<file path="src/rtl/round_manager.sv">
// Match flow controller: pre-round countdown, round timer, per-round scoring,
// best-of-N result and inter-round hold; re-arms and gates the game core.
module round_manager #(
    parameter int TICKS_PER_SEC  = 100_000_000,
    parameter int COUNTDOWN_SEC  = 3,
    parameter int ROUND_TIME_SEC = 99,
    parameter int END_HOLD_SEC   = 3,
    parameter int ROUNDS_TO_WIN  = 2
) (
    input  logic       clk,
    input  logic       reset,
    input  logic       start_btn,
    input  logic [1:0] finish,
    input  logic [3:0] p1_health,
    input  logic [3:0] p2_health,
    output logic       game_reset,
    output logic       input_enable,
    output logic [2:0] state,
    output logic [1:0] countdown,
    output logic [6:0] round_time,
    output logic [2:0] round_num,
    output logic [1:0] p1_rounds,
    output logic [1:0] p2_rounds,
    output logic [1:0] round_winner,
    output logic [1:0] match_winner
);
    localparam logic [2:0] IDLE      = 3'd0;
    localparam logic [2:0] COUNTDOWN = 3'd1;
    localparam logic [2:0] FIGHT     = 3'd2;
    localparam logic [2:0] ROUND_END = 3'd3;
    localparam logic [2:0] MATCH_END = 3'd4;

    localparam int TW = (TICKS_PER_SEC > 1) ? $clog2(TICKS_PER_SEC) : 1;
    localparam int HW = (END_HOLD_SEC > 1) ? $clog2(END_HOLD_SEC) : 1;

    localparam logic [TW-1:0] TICK_LAST = TW'(TICKS_PER_SEC - 1);
    localparam logic [HW-1:0] HOLD_LAST = HW'(END_HOLD_SEC - 1);
    localparam logic [1:0]    CD_INIT   = 2'(COUNTDOWN_SEC);
    localparam logic [6:0]    RT_INIT   = 7'(ROUND_TIME_SEC);
    localparam logic [1:0]    WIN       = 2'(ROUNDS_TO_WIN);

    localparam logic [1:0] NONE = 2'b00;
    localparam logic [1:0] P1   = 2'b01;
    localparam logic [1:0] P2   = 2'b11;

    logic [TW-1:0] tick_cnt;
    logic [HW-1:0] hold_cnt;
    logic          start_q;
    logic [2:0]    state_n;
    logic          tick;
    logic          start_rise;
    logic          time_up;
    logic          hold_done;
    logic          match_done;
    logic [1:0]    time_winner;
    logic [1:0]    end_winner;

    assign tick       = tick_cnt == TICK_LAST;
    assign start_rise = start_btn & ~start_q;
    assign time_up    = tick && round_time == 7'd1;
    assign hold_done  = tick && hold_cnt == HOLD_LAST;
    assign match_done = p1_rounds == WIN || p2_rounds == WIN;

    assign time_winner = (p1_health > p2_health) ? P1 :
                         (p2_health > p1_health) ? P2 : NONE;

    // A KO beats a timeout landing on the same cycle.
    assign end_winner = finish[0] ? (finish[1] ? P2 : P1) : time_winner;

    always_comb begin
        state_n = state;
        case (state)
            IDLE: begin
                if (start_rise) state_n = COUNTDOWN;
            end
            COUNTDOWN: begin
                if (tick && countdown == 2'd1) state_n = FIGHT;
            end
            FIGHT: begin
                if (finish[0] || time_up) state_n = ROUND_END;
            end
            ROUND_END: begin
                if (hold_done) state_n = match_done ? MATCH_END : COUNTDOWN;
            end
            MATCH_END: begin
                if (start_rise) state_n = COUNTDOWN;
            end
            default: state_n = IDLE;
        endcase
    end

    always_ff @(posedge clk) begin
        if (!reset) begin
            state        <= IDLE;
            game_reset   <= 1'b0;
            input_enable <= 1'b0;
            countdown    <= 2'd0;
            round_time   <= RT_INIT;
            round_num    <= 3'd0;
            p1_rounds    <= 2'd0;
            p2_rounds    <= 2'd0;
            round_winner <= NONE;
            match_winner <= NONE;
            tick_cnt     <= '0;
            hold_cnt     <= '0;
            start_q      <= 1'b0;
        end else begin
            start_q  <= start_btn;
            state    <= state_n;
            // Restarting on every transition keeps each state's first second full length.
            tick_cnt <= (state_n != state || tick) ? '0 : tick_cnt + 1'b1;
            case (state)
                IDLE: begin
                    if (start_rise) begin
                        round_num <= 3'd1;
                        countdown <= CD_INIT;
                    end
                end
                COUNTDOWN: begin
                    if (tick) begin
                        countdown <= countdown - 2'd1;
                        if (countdown == 2'd1) begin
                            round_time   <= RT_INIT;
                            game_reset   <= 1'b1;
                            input_enable <= 1'b1;
                        end
                    end
                end
                FIGHT: begin
                    if (finish[0] || time_up) begin
                        round_winner <= end_winner;
                        input_enable <= 1'b0;
                        hold_cnt     <= '0;
                        if (!finish[0]) round_time <= 7'd0;
                        if (end_winner == P1) p1_rounds <= p1_rounds + 2'd1;
                        if (end_winner == P2) p2_rounds <= p2_rounds + 2'd1;
                    end else if (tick) begin
                        round_time <= round_time - 7'd1;
                    end
                end
                ROUND_END: begin
                    if (hold_done) begin
                        if (p1_rounds == WIN) begin
                            match_winner <= P1;
                        end else if (p2_rounds == WIN) begin
                            match_winner <= P2;
                        end else begin
                            round_num  <= (round_num == 3'd7) ? 3'd7 : round_num + 3'd1;
                            countdown  <= CD_INIT;
                            game_reset <= 1'b0;
                        end
                    end else if (tick) begin
                        hold_cnt <= hold_cnt + 1'b1;
                    end
                end
                MATCH_END: begin
                    if (start_rise) begin
                        p1_rounds    <= 2'd0;
                        p2_rounds    <= 2'd0;
                        round_winner <= NONE;
                        match_winner <= NONE;
                        round_num    <= 3'd1;
                        countdown    <= CD_INIT;
                        game_reset   <= 1'b0;
                    end
                end
                default: ;
            endcase
        end
    end
endmodule
</file>
<file path="config.mk">
export PLATFORM = sky130hd
export DESIGN_NAME = round_manager
export DESIGN_NICKNAME = d
export VERILOG_FILES = /design/src/rtl/round_manager.sv
export SDC_FILE = /design/constraint.sdc
export NUM_CORES = 1
export LEC_CHECK = 0
export CAP_MARGIN = 40
export CORE_ASPECT_RATIO = 0.7
export CORE_UTILIZATION = 50
export CTS_CLUSTER_DIAMETER = 100
export CTS_CLUSTER_SIZE = 10
export DETAILED_ROUTE_END_ITERATION = 7
export PLACE_DENSITY = 0.85
export RECOVER_POWER = 100
export SYNTH_ARGS = -nofsm -noshare
export SYNTH_HDL_FRONTEND = slang
export SYNTH_SLANG_ARGS = --single-unit
</file>
<file path="constraint.sdc">
create_clock -name clk -period 5.95 [get_ports clk]
set_input_delay 0.595 -clock clk [delete_from_list [all_inputs] [get_ports clk]]
set_output_delay 0.595 -clock clk [all_outputs]
set_load 0.01 [all_outputs]
</file>
==> results of run 1 <==
[per-stage QoR]
stage	std cells	util, %	hold WS, ns	area, um^2	setup WS (ns)
finish	476	60.7	0.446	3530	2.61
detailed placement	469	59.9	0.434	3480	2.95
global route	476	60.7	0.484	3530	2.42
floorplan	369	-	0.413	3070	3.99
CTS	476	61.6	0.450	3580	3.28
global placement	469	59.9	0.419	3480	3.07
[cell usage after synthesis (3+ instances only)]
cell type / n / area share (%)
nand3_1: 18 / 2.9
nor4_1: 9 / 1.8
xnor2_1: 18 / 5.1
o21ai_0: 7 / 1.1
xor2_1: 9 / 2.6
buf_4: 3 / 0.73
clkbuf_1: 7 / 0.85
inv_1: 24 / 2.9
a31oi_1: 6 / 1.2
nor2b_1: 3 / 0.61
or3_1: 4 / 0.81
o211ai_1: 4 / 0.98
nor2_1: 45 / 5.5
dfxtp_1: 55 / 36
nand2_1: 29 / 3.5
ha_1: 12 / 4.9
and4_1: 6 / 1.7
mux2i_1: 7 / 2.3
nand4_1: 12 / 2.4
a21oi_1: 19 / 3.1
nand2b_1: 3 / 0.61
a211oi_1: 5 / 1.2
nor3_1: 15 / 2.4
nor3b_1: 3 / 0.73
[worst paths after layout]
| check | to | slack [ns] | cells past startpoint |
|---|---|---|---|
| hold reg to reg | tick_cnt[0] | 0.45 | 1 |
| setup / recovery | p2_rounds[1] | 2.61 | 6 |
| setup reg to reg | p2_rounds[1] | 2.66 | 6 |
| hold / removal | tick_cnt[0] | 0.45 | 1 |
[flip-flops by register name (all words and copies together), names as in the netlist]
name and cells:
hold_cnt 2, round_num 3, match_winner 2, input_enable 1, game_reset 1, round_time 7
state 3, round_winner 2, start_q 1, tick_cnt 27, p2_rounds 2, countdown 2
p1_rounds 2
[cells by family (layout without fill, tap and decap cells)]
kind of cell | Yosys count | after routing | synth area share [%]
simple gates | 170 | 170 | 30.8
xor+xnor | 27 | 27 | 7.69
fa+ha+maj | 12 | 12 | 4.88
compound gates | 61 | 61 | 13.3
buf+inv | 36 | 68 | 4.84
mux | 8 | 8 | 2.65
flops | 55 | 55 | 35.8
[routing by layer]
layer | share of wire, % | global-route usage (%)
met1 | 48 | 34.4
met2 | 43 | 35.9
met3 | 7.4 | 3.94
met4 | 0.79 | 4.29
met5 | 0 | 0
[layout make-up]
cell class	count	area [um^2]	area share [%]
repair buffers	37	370	10.5
multi-input cells	278	1770	50.2
well taps	75	93.8	2.66
clock buffers	6	72.6	2.06
flip-flops and latches	55	1100	31.2
inverters	24	90.1	2.55
clock inverters	1	30.0	0.851
[power by group through the flow]
stage          Sequential, uW  Clock [uW]  Combinational [uW]
6_report                  377         240                54.8
5_1_grt                   378         261                60.9
4_1_cts                   377         245                55.8
3_5_place_dp              386           0                55.5
3_3_place_gp              386           0                53.1
2_1_floorplan             385           0                35.6
==> impl_metrics.json, run 1 <==
{
  "antenna_found_initial": 0,
  "antennaDiodeCount": 0,
  "grt_max_degree": 28,
  "ios": 38,
  "clock-sinks": 55,
  "dr.pass1.iters": 5,
  "synth.avg_cell_area_um2": 8.33,
  "ctsRootBufferMaster": "clkbuf_8",
  "cap_violations": 1,
  "post-route-min-period_ns": 3.34,
  "p_per_area_mw_per_mm2": 190,
  "hold_viol_final": 0,
  "portBuffers": 37,
  "layout_common_cells": "55 x dfxtp_1, 45 x nor2_1, 29 x nand2_1, 27 x dlygate4sd3_1, 24 x inv_1",
  "final_common_cell": "dfxtp_1",
  "tns_ns": 0,
  "syn_nets": 394,
  "dieHeight_um": 67.6,
  "path_delay_family": "simple AND/OR/NAND/NOR gates",
  "gp_congestion": 0.844,
  "die_x_um": 95.7,
  "yosysWarningCount": 0,
  "start_util_pct": 52.9,
  "internal_power_uw": 519,
  "setup_viol": 0,
  "startpoint": "start_btn",
  "hold_start": "tick_cnt[0]",
  "ys_seq_area_share_pct": 35.8,
  "grt_pass1_wl_um": 11800,
  "p_sw_share_pct": 22.8,
  "pwr-share-comb_pct": 8.1,
  "insertion_delay_ns": 0.30,
  "ys_async_sr_fraction_pct": 0,
  "post-route-period-util_pct": 56.1,
  "final_antenna_net_count": 0,
  "htree_levels": 2,
  "cp_max_fo": 8,
  "cts_buffers": 5,
  "status": "finished, violations left",
  "synthFlopType": "dfxtp_1",
  "drc": 0,
  "nFillCells": 521,
  "worstPathArrival_ns": 3.57,
  "cp_num_buf_inv": 2,
  "maxSlewHeadroom_pct": 1.38,
  "wire_per_inst_um": 14.9,
  "rr_startpoint": "tick_cnt[0]",
  "fin_nets": 426,
  "ctsResizeCount": 0,
  "ys_types": 58,
  "grt_pass1_vias": 2534,
  "crit_slowest_cell": "nor4b_1",
  "cp_cell_sequence": "dlygate4sd3_1 > nor4b_1 > nand2_1 > inv_1 > a2bb2oi_1 > mux2i_1",
  "drive_gt1_share_pct": 4.24,
  "maxSlewViolCount": 0,
  "violations": "capacitance limit",
  "critical_path_class": "input pin to register",
  "switchingPower_uw": 153,
  "hold_path.class": "register to register",
  "end_kind": "register",
  "timing.fmax_mhz": 300,
  "peakVddDrop_mv": 0.110,
  "coreArea_mm2": 0.00581,
  "grt_setup_unrepaired": "false",
  "cts.hold.buffers_added": 0,
  "clk_pin_slew_ns": 0.09,
  "cp_slowest_stage_delay_ns": 1.15,
  "area_growth_pct": 14.8,
  "dpl.hpwl_um": 5170,
  "total_power_uw": 672,
  "power.leakage_uw": 0.00126,
  "die-area_mm2": 0.00647,
  "gr-total-overflow": 0,
  "rows": 23,
  "synth_area_mm2": 0.00307,
  "grtUsageTotal_pct": 23.3,
  "tightest_slew_ns": 1.46,
  "fin_skew_ns": 0.00674,
  "cts_tree": "yes",
  "drt_iter0_markers": 226,
  "cts_setup_buffers": 0,
  "vias": 2864,
  "p_clk_share_pct": 35.8,
  "ys_ff_latch": 55,
  "synth_edf_count": 0,
  "totalWireLength_um": 7090,
  "sequentialPowerShare_pct": 56.1,
  "required_ns": 6.18,
  "start_kind": "input pin",
  "avgViaCountPerCell": 6.02,
  "synth_cells": 369,
  "cts_max_path_buffers": 2
}
Power figures use the tool's default switching activity.
==> run 2: changes to the inputs <==
- PLACE_DENSITY: 0.85 -> 0.88
- clock period: 5.95 -> 2.71 ns (I/O delays scaled with it)
==> impl_metrics.json, run 2 (synthesis results as in run 1) <==
{
  "status": "finished, final reports clean",
  "grt_pass1_wl_um": 11900,
  "cts_buffers": 5,
  "antenna_found_initial": 0,
  "post-route-min-period_ns": 2.35,
  "placed_cell_area_mm2": 0.00352,
  "drive_gt1_share_pct": 6.40,
  "htree_levels": 2,
  "grtUsageTotal_pct": 23.8,
  "rr_startpoint": "tick_cnt[0]",
  "post-route-period-util_pct": 86.6,
  "tightest_slew_ns": 0.531,
  "clock-sinks": 55,
  "worstPathArrival_ns": 2.58,
  "hold_path_end": "tick_cnt[0]",
  "nFillCells": 493,
  "cts.hold.buffers_added": 0,
  "cp_common_cell": "nand3_1",
  "die_x_um": 95.7,
  "dieHeight_um": 67.6,
  "end_kind": "register",
  "cp_slowest_stage_delay_ns": 0.49,
  "critical_path_class": "register to register",
  "cts_setup_buffers": 0,
  "worst-path-stages": 6,
  "grt_pass1_vias": 2590,
  "gr-total-overflow": 0,
  "ctsRootBufferMaster": "clkbuf_8",
  "grt_max_degree": 28,
  "hold_start": "tick_cnt[0]",
  "tns_ns": 0,
  "cts_tree": "yes",
  "wire_per_inst_um": 15.7,
  "fin_nets": 431,
  "start_kind": "register",
  "fin_skew_ns": 0.0140,
  "totalWireLength_um": 7530,
  "peakVddDrop_mv": 0.289,
  "regMostFlops": "tick_cnt",
  "path_delay_family": "simple AND/OR/NAND/NOR gates",
  "drc": 0,
  "clk_pin_slew_ns": 0.09,
  "maxSlewHeadroom_pct": 64.3,
  "required_ns": 2.95,
  "grt_setup_unrepaired": "false",
  "timing.rr.end": "p2_rounds[1]",
  "hold_viol_final": 0,
  "cp_max_fo": 7,
  "hold_depth": 1,
  "largest_registers": "tick_cnt (27), round_time (7)",
  "vias": 2881,
  "cap_violations": 0,
  "crit_slowest_cell": "nor4_4",
  "fin_area_mm2": 0.00359,
  "gp_congestion": 0.843,
  "ios": 38,
  "start_util_pct": 52.9,
  "dpl.hpwl_um": 5390,
  "rows": 23,
  "largest_reg_flops": 27,
  "p_per_area_mw_per_mm2": 396,
  "reg2reg_slack_ns": 0.36,
  "seqCellArea_mm2": 0.00110,
  "die-area_mm2": 0.00647,
  "setup_viol": 0,
  "final_antenna_net_count": 0,
  "insertion_delay_ns": 0.31,
  "maxSlewViolCount": 0,
  "hold_path.class": "register to register",
  "avgViaCountPerCell": 5.99,
  "cts_max_path_buffers": 2,
  "dr.pass1.iters": 4,
  "layout_common_cells": "55 x dfxtp_1, 45 x nor2_1, 29 x nand2_1, 26 x dlygate4sd3_1, 24 x inv_1",
  "power.leakage_uw": 0.00131,
  "ctsResizeCount": 0,
  "drt_iter0_markers": 186,
  "rr_worst_depth": 6,
  "cp_cell_sequence": "ha_1 > nand3_1 > nor4_4 > nand3_1 > a2bb2oi_1 > mux2i_1",
  "area_growth_pct": 16.7,
  "portBuffers": 37,
  "final_common_cell": "dfxtp_1",
  "coreArea_mm2": 0.00581,
  "timing.fmax_mhz": 426,
  "cp_num_buf_inv": 0,
  "antennaDiodeCount": 0,
  "multi_input_area_mm2": 0.00181
}
run 2: metal layers:
layer / share of wire (%) / global-route usage (%)
met4: 1.3 / 8.58
met1: 47 / 34.2
met2: 45 / 36.3
met5: 0 / 0
met3: 6.8 / 3.60
run 2: worst max path at each step:
stage / to / from
2_1_floorplan: tick_cnt[23] / tick_cnt[0]
3_3_place_gp: p1_rounds[0] / p1_health[1]
3_5_place_dp: p1_rounds[0] / p1_health[1]
4_1_cts: tick_cnt[3] / tick_cnt[0]
5_1_grt: p2_rounds[1] / tick_cnt[0]
6_report: p2_rounds[1] / tick_cnt[0]
run 2: power by group:
group / internal (uW) / switching [uW] / leakage [uW]
clock network: 201 / 262 / 0.0000470
logic: 57.0 / 72.0 / 0.000822
registers: 817 / 11.0 / 0.000445
total: 1080 / 345 / 0.00131
run 2: through the flow:
stage / instances / power, uW / hold slack, ns / util [%] / setup WS [ns]
after floorplan: 369 / 923 / 0.400 / - / 0.772
after global placement: 474 / 969 / 0.421 / 60.5 / 0.520
after detailed placement: 474 / 974 / 0.435 / 60.5 / 0.410
after CTS: 481 / 1430 / 0.449 / 62.0 / 0.472
after global routing: 481 / 1470 / 0.469 / 61.7 / 0.269
final: 481 / 1420 / 0.448 / 61.7 / 0.362
run 2: worst register-to-register path, stage by stage (launching register included):
cell and delay [ns]:
dfxtp_1 0.36, ha_1 0.26, nand3_1 0.21, nor4_4 0.49, nand3_1 0.33, a2bb2oi_1 0.39, mux2i_1 0.25
run 2: final cells by class:
class	count	area share (%)
multi-input cells	278	50.4
repair buffers	42	11.4
well taps	75	2.62
flip-flops and latches	55	30.7
clock buffers	6	2.30
inverters	24	2.51
clock inverters	1	0.139
